==> src/rtl/dcc_pkg.sv <==
// Shared types and defaults for the DCC clock-enable controller.
package dcc_pkg;

    typedef enum logic [1:0] {
        OFF        = 2'd0,
        ON_SETTLE  = 2'd1,
        ON         = 2'd2,
        OFF_SETTLE = 2'd3
    } dcc_state_e;

    localparam int DCC_SETTLE_DEFAULT = 8;
    localparam int DCC_SYNC_DEFAULT   = 2;
    localparam int DCC_SETTLE_W       = 8;

endpackage

==> src/rtl/sync_ff.sv <==
// Multi-flop level synchroniser for asynchronous control inputs.
module sync_ff #(
    parameter int STAGES = 2
) (
    input  logic clk,
    input  logic rst_n,
    input  logic d,
    output logic q
);

    logic [STAGES-1:0] chain;

    always_ff @(posedge clk or negedge rst_n) begin
        if (!rst_n) begin
            chain <= '0;
        end else begin
            chain <= {chain[STAGES-2:0], d};
        end
    end

    assign q = chain[STAGES-1];

endmodule

==> src/rtl/dcc_ce_ctrl.sv <==
// CE driver for a DCC gate: synchronised request, minimum-dwell CE edges,
// settled acknowledge and a saturating gate-off event counter.
module dcc_ce_ctrl
    import dcc_pkg::*;
#(
    parameter int SYNC_STAGES   = DCC_SYNC_DEFAULT,
    parameter int SETTLE_CYCLES = DCC_SETTLE_DEFAULT,
    parameter int CNT_W         = 16
) (
    input  logic             clk,
    input  logic             rst_n,
    input  logic             en_req,
    input  logic             dccen_cfg,
    output logic             ce_o,
    output logic             ack_o,
    output logic             busy_o,
    output logic [CNT_W-1:0] off_cnt_o,
    input  logic             cnt_clr
);

    localparam logic [DCC_SETTLE_W-1:0] SETTLE_LOAD = DCC_SETTLE_W'(SETTLE_CYCLES - 1);
    localparam logic [CNT_W-1:0]        CNT_MAX     = '1;

    dcc_state_e              state;
    logic [DCC_SETTLE_W-1:0] settle_cnt;
    logic                    req_s;
    logic                    off_done;

    sync_ff #(.STAGES(SYNC_STAGES)) u_req_sync (
        .clk   (clk),
        .rst_n (rst_n),
        .d     (en_req),
        .q     (req_s)
    );

    // dccen_cfg low overrides everything: the DCC is treated as permanently open.
    always_ff @(posedge clk or negedge rst_n) begin
        if (!rst_n) begin
            state      <= OFF;
            ce_o       <= 1'b0;
            ack_o      <= 1'b0;
            busy_o     <= 1'b0;
            settle_cnt <= '0;
        end else if (!dccen_cfg) begin
            state      <= ON;
            ce_o       <= 1'b1;
            ack_o      <= 1'b1;
            busy_o     <= 1'b0;
            settle_cnt <= '0;
        end else begin
            case (state)
                OFF: begin
                    if (req_s) begin
                        state      <= ON_SETTLE;
                        ce_o       <= 1'b1;
                        busy_o     <= 1'b1;
                        settle_cnt <= SETTLE_LOAD;
                    end
                end
                ON_SETTLE: begin
                    if (settle_cnt == '0) begin
                        state  <= ON;
                        ack_o  <= 1'b1;
                        busy_o <= 1'b0;
                    end else begin
                        settle_cnt <= settle_cnt - 1'b1;
                    end
                end
                ON: begin
                    if (!req_s) begin
                        state      <= OFF_SETTLE;
                        ce_o       <= 1'b0;
                        busy_o     <= 1'b1;
                        settle_cnt <= SETTLE_LOAD;
                    end
                end
                OFF_SETTLE: begin
                    if (settle_cnt == '0) begin
                        state  <= OFF;
                        ack_o  <= 1'b0;
                        busy_o <= 1'b0;
                    end else begin
                        settle_cnt <= settle_cnt - 1'b1;
                    end
                end
                default: begin
                    state <= OFF;
                end
            endcase
        end
    end

    // A bypass that lands on the final settle cycle aborts the gate-off, so it is not counted.
    assign off_done = dccen_cfg && (state == OFF_SETTLE) && (settle_cnt == '0);

    always_ff @(posedge clk or negedge rst_n) begin
        if (!rst_n) begin
            off_cnt_o <= '0;
        end else if (cnt_clr) begin
            off_cnt_o <= '0;
        end else if (off_done && (off_cnt_o != CNT_MAX)) begin
            off_cnt_o <= off_cnt_o + 1'b1;
        end
    end

endmodule

==> config.mk <==
export PLATFORM = sky130hd
export DESIGN_NAME = dcc_ce_ctrl
export DESIGN_NICKNAME = d
export VERILOG_FILES = /design/src/rtl/dcc_pkg.sv /design/src/rtl/sync_ff.sv /design/src/rtl/dcc_ce_ctrl.sv
export SDC_FILE = /design/constraint.sdc
export NUM_CORES = 1
export LEC_CHECK = 0
export ABC_AREA = 1
export CORE_ASPECT_RATIO = 0.7
export CORE_UTILIZATION = 53
export DETAILED_ROUTE_END_ITERATION = 8
export MAX_ROUTING_LAYER = met4
export PLACE_DENSITY_LB_ADDON = 0.1
export SETUP_SLACK_MARGIN = 0.5
export SYNTH_ARGS = -nofsm -noshare
export SYNTH_HDL_FRONTEND = slang
export SYNTH_HIERARCHICAL = 1
export SYNTH_SLANG_ARGS = --single-unit
==> constraint.sdc <==
create_clock -name clk -period 3 [get_ports clk]
set_clock_uncertainty 0.15 [all_clocks]
set_input_delay 0.3 -clock clk [delete_from_list [all_inputs] [get_ports clk]]
set_output_delay 0.3 -clock clk [all_outputs]
set_load 0.02 [all_outputs]
==> Word level (Yosys, flattened, before mapping) <==
Cells that the tools add are included.
{ "word_totals": {"elab_cells": 57, "in_bits": 5, "out_inout_bits": 19, "register_bits": 31} }
{ "classes": {"addsub": 2, "reduce_logical": 12, "n_eq_ne": 12, "mux": 24} }
{ "op_table": {"columns": ["op", "count"], "rows": [
  ["$mux 16", 2],
  ["$mux 8", 4],
  ["$pmux 8 s3", 1],
  ["$add 16x1->16 const B", 1],
  ["$ne 16x16->1 const B", 1],
  ["$ne 3x3->1 const B", 4],
  ["$reduce_and 3->1", 4],
  ["$mux 2", 5],
  ["$logic_not 8->1", 1],
  ["$mux 1", 8],
  ["$pmux 2 s4", 1],
  ["$sub 8x1->8 const B", 1],
  ["$ne 3x1->1 const B", 2],
  ["$ne 3x2->1 const B", 2],
  ["$eq 2x2->1 const B", 2],
  ["$pmux 1 s2", 2],
  ["$reduce_and 4->1", 1],
  ["$logic_and 1x1->1", 3],
  ["$pmux 1 s3", 1],
  ["$eq 2x1->1 const B", 1],
  ["$logic_not 2->1", 1],
  ["$reduce_bool 2->1", 1],
  ["$reduce_or 2->1", 1]
]} }

==> Longest topological paths before layout <==
Gate-level depths: netlist (run 1).
{ "depth": {"word_depth": 6, "depth_mapped": 10} }

==> Modules after synthesis <==
Netlist (run 1), hierarchy kept.
{ "modules_own_cells": {"columns": ["module", "cells_per_inst", "area_per_inst_um2", "n_inst"], "rows": [
  ["dcc_ce_ctrl", 267, 1933.1, 1],
  ["sync_ff", 2, 50.0, 1]
]} }

==> Worst setup path before layout (run 1) <==
Ideal clock, no wire load.
{ "synth_path": {"path_kind": "flip-flop to flip-flop", "start": "register off_cnt_o[0]", "end": "register off_cnt_o[12]", "stages_incl_launch_ff": 11, "slack_ps": 1171, "path_buffers": 1, "required_time_ps": 2785, "period_less_slack_ps": 1829, "arrival_ps": 1614, "cell_sequence": "dfrtp_1 -> ha_1 -> inv_2 -> nor2_4 -> nand2_4 -> nor2_8 -> nor2_8 -> nor2_8 -> buf_6 -> nand2_1 -> nand2_1"} }
{ "synth_via": {"elab_chain_cells": 3, "elab_cells_between_ends": 6, "cone_classes": "add/sub (1); eq/ne (1); mux (2); reduce/logical (2)"} }
{ "synth_rtl": {"columns": ["element", "line", "text"], "rows": [
  ["start: declaration", "dcc_ce_ctrl.sv:17", "output logic [CNT_W-1:0] off_cnt_o,"],
  ["start signal: assignment", "dcc_ce_ctrl.sv:102", "off_cnt_o <= off_cnt_o + 1'b1;"],
  ["$add 16x1->16 / $ne 16x16->1 (equally long branches)", "dcc_ce_ctrl.sv:102, dcc_ce_ctrl.sv:101", null],
  ["$mux 16 / $logic_and 1x1->1 (equally long branches)", "dcc_ce_ctrl.sv:101", "end else if (off_done && (off_cnt_o != CNT_MAX)) begin"],
  ["$mux 16 / $reduce_bool 2->1 (equally long branches)", null, null]
]} }
Parallel ways exist; a longest one is shown, timed or not. The select of a mux whose other input is x is not followed.
A chain may end at the register's enable or synchronous reset.

==> Final worst setup path (run 1) <==
{ "layout_path": {"start": "register state[1]", "end": "register settle_cnt[0]"} }
{ "layout_via": {"elab_chain_cells": 4, "elab_cells_between_ends": 11, "cone_classes": "eq/ne (6); mux (2); reduce/logical (3)"} }
{ "layout_rtl": {"columns": ["element", "line", "text"], "rows": [
  ["start: declaration", "dcc_ce_ctrl.sv:24", "dcc_state_e state;"],
  ["start signal: assignment", "dcc_ce_ctrl.sv:39", "state <= OFF;"],
  ["start signal: assignment", "dcc_ce_ctrl.sv:45", "state <= ON;"],
  ["start signal: assignment", "dcc_ce_ctrl.sv:54", "state <= ON_SETTLE;"],
  ["$eq 2x2->1 / $eq 2x1->1 (equally long branches)", "dcc_ce_ctrl.sv:51", "case (state)"],
  ["$reduce_or 2->1 (no line)", null, null],
  ["$ne 3x3->1 (no line) / $pmux 8 s3 (equally long branches)", null, null],
  ["$reduce_and 3->1 (no line) / $mux 8 (equally long branches)", null, null],
  ["end signal: assignment", "dcc_ce_ctrl.sv:66", "settle_cnt <= settle_cnt - 1'b1;"],
  ["end signal: assignment", "dcc_ce_ctrl.sv:83", "settle_cnt <= settle_cnt - 1'b1;"],
  ["end: declaration", "dcc_ce_ctrl.sv:25", "logic [DCC_SETTLE_W-1:0] settle_cnt;"]
]} }
Parallel ways exist; a longest one is shown, timed or not.

==> flow_summary.yaml, run 1 <==
timing:
  fin_ws_ns: 0.895
  slew_headroom_pct: 64.6
  setup_viol: 0
  setup_tns_ns: 0
  rsz0062_at_grt: "no"
  fin_crit_sh_pct: 70.2
  finalHoldViolCount: 0
  fmax_mhz: 475
  tightest_slew_ns: 0.530
  fin_crit_ns: 2.10
  drv_slew: 0
synthesis:
  synth_warnings: 6
  syn_nets: 282
  syn_area_per_cell_um2: 7.37
  yosys_register_bits: 31
  synth_cell_types: 24
  syn_area_mm2: 0.00198
  postSynthCellCount: 269
  synth_seq_area_share_pct: 39.1
cts:
  cts_root_buffer: "clkbuf_8"
  post_cts_buffers: 0
  clkSinkCount: 31
  htree_num_levels: 2
  cts_made_buffers: 5
  clk_pin_slew_worst_paths_ns: 0.07
  clk_latency_ns: 0.29
  clockBufferDepth: 2
  cts_tree: "built"
power_and_ir_drop:
  clockPowerShare_pct: 24.3
  p_int_mw: 0.839
  switching_power_mw: 0.545
  ir_worst_vdd_v: 0.000441
  combPwrFrac_pct: 37.5
  finalPower_mw: 1.38
  switching_share_pct: 39.4
  cellPowerDensity_mw_per_mm2: 592
  power_frac_seq_pct: 38.2
  leakage_nw: 1.13
placement:
  hpwl_mm: 3.00
  gp_congestion: 0.850
  io_buffers: 23
  place_area_mm2: 0.00225
  dp_cells: 338
  dp_worst_setup_slack_ns: 0.405
grt:
  grt_max_degree: 32
  grt_pass1_wl_mm: 6.91
  grtUsageTotal_pct: 24.9
  antenna_found_initial: 0
  overflow: 0
  grt_pass1_vias: 1452
setup_path:
  critPathKind: "register to register"
  crit_path_frequent_cell: "inv_1"
  crit_chain: "inv_1, ha_1, nor2_2, nor2_1, a21oi_2, inv_1, nand2_1, o21ai_0"
  worstPathArrival_ns: 2.12
  crit_fanout: 12
  reg2reg_slack_ns: 0.90
  slowest_delay_ns: 0.41
  worst_setup_path_start_kind: "register"
  crit_slowest_cell: "a21oi_2"
  cp_top_family: "simple AND/OR/NAND/NOR gates"
  required_ns: 3.01
  crit_path_end_kind: "register"
  critPathBufInv: 2
die:
  core_mm2: 0.00356
  start_util_pct: 55.7
  die_y_um: 53.2
  ios: 24
  num_rows: 18
  dieWidth_um: 75.1
  die-area_mm2: 0.00399
final_layout:
  area_growth_pct: 17.9
  most-common-layout-cells: "nand2_1 (89), dfrtp_1 (31), nor2_1 (28)"
  regArea_um2: 776
  fill_cells: 337
  drive_above_1_share_pct: 7.12
  diodes: 0
  mostFrequentLayoutCell: "nand2_1"
  instances_no_fill: 345
  multi_input_area_mm2: 0.00107
  nets: 308
  stdcell_area_mm2: 0.00234
routing:
  drcViolationCount: 0
  drt_iter0_drc: 124
  drt_first_pass_iters: 4
  wl_per_cell_um: 12.2
  vias: 1742
  finalWirelength_mm: 4.22
  viasPerCell: 5.05
  drtAntennaViolNets: 0
run_status:
  status: "finished clean"
hold_path:
  hold_class: "register to register"
run:
  drv_cap: 0
-- sequential cells by signal, indices dropped and copies added, names as in the netlist --
register and count:
state 2, busy_o 1, off_cnt_o 16, ce_o 1, ack_o 1, settle_cnt 8, u_req_sync/chain 2
-- through the flow --
step	hold slack, ns	utilization (%)
after floorplan	-0.146	-
after global placement	0.182	63.2
after detailed placement	0.188	63.2
after CTS	0.204	65.6
after global routing	0.208	65.7
final	0.200	65.7
-- layout make-up --
class                      instances  share of cell area [%]
tap                               50                    2.68
clock buffer                       6                    3.53
timing repair buffer              24                    10.2
inverter                          28                    4.49
clock inverter                     1                   0.214
multi-input combinational        205                    45.7
sequential                        31                    33.2
-- Yosys cell counts --
cell type | count | area share, %
nand2_1 | 89 | 17
dfrtp_1 | 31 | 39
nor2_1 | 28 | 5.3
inv_1 | 27 | 5.1
nand3_1 | 21 | 5.3
o21ai_0 | 15 | 3.8
nand4_1 | 13 | 4.1
ha_1 | 8 | 5.0
xor2_1 | 6 | 2.6
a21oi_1 | 4 | 1.0
o21bai_1 | 4 | 1.5
nor2_2 | 3 | 0.95
nor2_8 | 3 | 3.0
buf_2 | 2 | 0.50
buf_6 | 2 | 1.1
nand2_2 | 2 | 0.63
nand3b_1 | 2 | 0.76
nor3_1 | 2 | 0.50
xnor2_1 | 2 | 0.88
clkbuf_1 | 1 | 0.19
inv_2 | 1 | 0.19
nand2_4 | 1 | 0.57
nor2_4 | 1 | 0.57
or2_2 | 1 | 0.32
-- routing by layer --
metal	vias up	track usage, %	wire (µm)
met5	-	-	0
met4	0	5.66	39
met3	5	8.00	274
met2	50	30.5	1620
met1	771	38.4	2280
li1	916	-	-
-- cell families (layout without fill, tap and decap cells) --
kind of cell	count (synthesis)	after routing	synth area share (%)
buffers and inverters	33	59	7.13
flip-flops	31	31	39.1
XOR/XNOR	8	8	3.53
AND/OR/NAND/NOR	166	166	38.9
adder cells (fa/ha/maj)	8	8	5.05
AO/OA/AOI/OAI	23	23	6.31
-- power groups by stage --
stage / Sequential [mW] / Combinational (mW) / Clock [mW]
after floorplan: 0.546 / 0.368 / 0
after global placement: 0.536 / 0.512 / 0
after detailed placement: 0.536 / 0.513 / 0
after CTS: 0.529 / 0.516 / 0.345
after global routing: 0.538 / 0.601 / 0.361
final: 0.529 / 0.520 / 0.336
-- worst paths after layout --
path | startpoint | endpoint | cells after the start
max reg2reg | state[1] | settle_cnt[0] | 8
min | u_req_sync/chain[0] | u_req_sync/chain[1] | 0
min reg2reg | u_req_sync/chain[0] | u_req_sync/chain[1] | 0
max in group asynchronous | rst_n | settle_cnt[3] | 2
max | state[1] | settle_cnt[0] | 8
min in group asynchronous | rst_n | settle_cnt[4] | 2
-- repair_timing --
| item | CTS | global route |
|---|---|---|
| setup endpoints to repair | 0 | 4 |
| hold buffers | 0 | 0 |
| gates resized for setup | 0 | 1 |
Note: power is estimated with default switching activity, not from simulation.
==> run 2, diff against run 1 <==
==> constraint.sdc (replaced) <==
create_clock -name clk -period 2.1 [get_ports clk]
set_clock_uncertainty 0.15 [all_clocks]
set_input_delay 0.21 -clock clk [delete_from_list [all_inputs] [get_ports clk]]
set_output_delay 0.21 -clock clk [all_outputs]
set_load 0.02 [all_outputs]
==> run 2 against run 1 <==
Against the previous run: die area unchanged; sequential share of layout area is 4.1 points lower; first-iteration DRC count rose by 32%.
==> flow_summary.yaml, run 2 (synthesized netlist as in run 1, its figures left out) <==
run_status:
  status: "finished clean"
timing:
  setup_viol: 0
  tightest_slew_ns: 0.591
  slew_headroom_pct: 60.6
  setup_tns_ns: 0
  holdWs_ns: 0.167
  fmax_mhz: 597
  rsz0062_at_grt: "yes"
  fin_crit_sh_pct: 79.8
  drv_slew: 0
  fin_ws_ns: 0.424
  finalHoldViolCount: 0
  fin_crit_ns: 1.68
grt:
  grt_pass1_vias: 1615
  grt_max_degree: 32
  overflow: 0
  grt_pass1_wl_mm: 7.62
  antenna_found_initial: 0
  grtUsageTotal_pct: 27.4
power_and_ir_drop:
  cellPowerDensity_mw_per_mm2: 892
  leakage_nw: 1.33
  finalPower_mw: 2.43
  ir_worst_vdd_v: 0.000734
setup_path:
  reg2reg_depth: 8
  critPathBufInv: 1
  required_ns: 2.17
  worst_setup_path_start_kind: "register"
  worstPathArrival_ns: 1.75
  cp_top_family: "simple AND/OR/NAND/NOR gates"
  crit_chain: "nor2_2, nand2_2, nor2_4, nand2_4, nor2_8, buf_12, nand3_1, nand2_1"
  reg2reg_from: "settle_cnt[2]"
  crit_slowest_cell: "dfrtp_1"
  crit_path_end_kind: "register"
  r2r_end: "off_cnt_o[6]"
  crit_fanout: 8
  critPathKind: "register to register"
  reg2reg_slack_ns: 0.42
  slowest_delay_ns: 0.41
cts:
  cts_hold_buffers: 0
  cts_root_buffer: "clkbuf_8"
  htree_num_levels: 2
  clkSinkCount: 31
  cts_made_buffers: 5
  clk_pin_slew_worst_paths_ns: 0.07
  clk_latency_ns: 0.28
  clockBufferDepth: 2
  cts_tree: "built"
final_layout:
  nets: 331
  drive_above_1_share_pct: 27.6
  stdcell_area_mm2: 0.00272
  largest_register_ff_count: 16
  finalCoreUtilization_pct: 76.4
  mostFrequentLayoutCell: "nand2_1"
  diodes: 0
  top_regs: "off_cnt_o: 16 flops, settle_cnt: 8 flops"
  instances_no_fill: 369
  fill_cells: 268
  most-common-layout-cells: "nand2_1 (78), nor2_1 (25), inv_1 (22)"
  area_growth_pct: 37.2
  top_register: "off_cnt_o"
die:
  ios: 24
  die-area_mm2: 0.00399
  die_y_um: 53.2
  dieWidth_um: 75.1
  start_util_pct: 55.7
  num_rows: 18
  core_mm2: 0.00356
routing:
  drt_iter0_drc: 164
  finalWirelength_mm: 4.99
  drtAntennaViolNets: 0
  drt_first_pass_iters: 4
  viasPerCell: 5.25
  drcViolationCount: 0
  wl_per_cell_um: 13.5
  vias: 1936
placement:
  dp_worst_setup_slack_ns: 0.216
  dp_cells: 340
  io_buffers: 23
  hpwl_mm: 3.00
  place_area_mm2: 0.00229
  gp_congestion: 0.851
run:
  drv_cap: 0
hold_path:
  hold_class: "input pin to asynchronous set/reset pin"
==> run 2: worst max path at each step <==
stage	startpoint	end	cells after the start
after floorplan	off_cnt_o[0]	off_cnt_o[12]	10
after global placement	dccen_cfg	off_cnt_o[11]	8
after detailed placement	dccen_cfg	off_cnt_o[6]	8
after CTS	settle_cnt[0]	off_cnt_o[6]	9
after global routing	state[1]	off_cnt_o[14]	8
final	settle_cnt[2]	off_cnt_o[6]	8
==> run 2: where the power goes <==
| group | internal (mW) | switching [mW] |
|---|---|---|
| Combinational | 0.505 | 0.703 |
| Clock | 0.235 | 0.218 |
| Sequential | 0.687 | 0.0784 |
| Total | 1.43 | 0.999 |
==> run 2: timing repair <==
action / 4_1_cts / 5_1_grt
pin swaps: 17 / 22
gates cloned: 2 / 0
setup endpoints to repair: 44 / 29
buffers inserted: 12 / 7
resized for setup: 34 / 42
==> run 2: per-layer routing <==
metal | GRT usage, % | wire (µm) | vias to the layer above
li1 | - | - | 961
met1 | 41.5 | 2470 | 900
met2 | 36.9 | 2110 | 66
met3 | 5.14 | 333 | 9
met4 | 6.92 | 76 | 0
met5 | - | 0 | -
==> run 2: area by class of cell <==
| type | count | area [µm²] | area share (%) |
|---|---|---|---|
| multi-input combinational | 206 | 1260 | 46.3 |
| tap | 50 | 62.6 | 2.30 |
| sequential | 31 | 791 | 29.1 |
| inverter | 28 | 105 | 3.86 |
| clock buffer | 8 | 80.1 | 2.94 |
| timing repair buffer | 46 | 423 | 15.5 |
==> run 2: worst register-to-register path, cell delays in order, from the launching register on <==
cell	delay, ns
dfrtp_1	0.41
nor2_2	0.15
nand2_2	0.11
nor2_4	0.15
nand2_4	0.08
nor2_8	0.22
buf_12	0.16
nand3_1	0.08
nand2_1	0.10
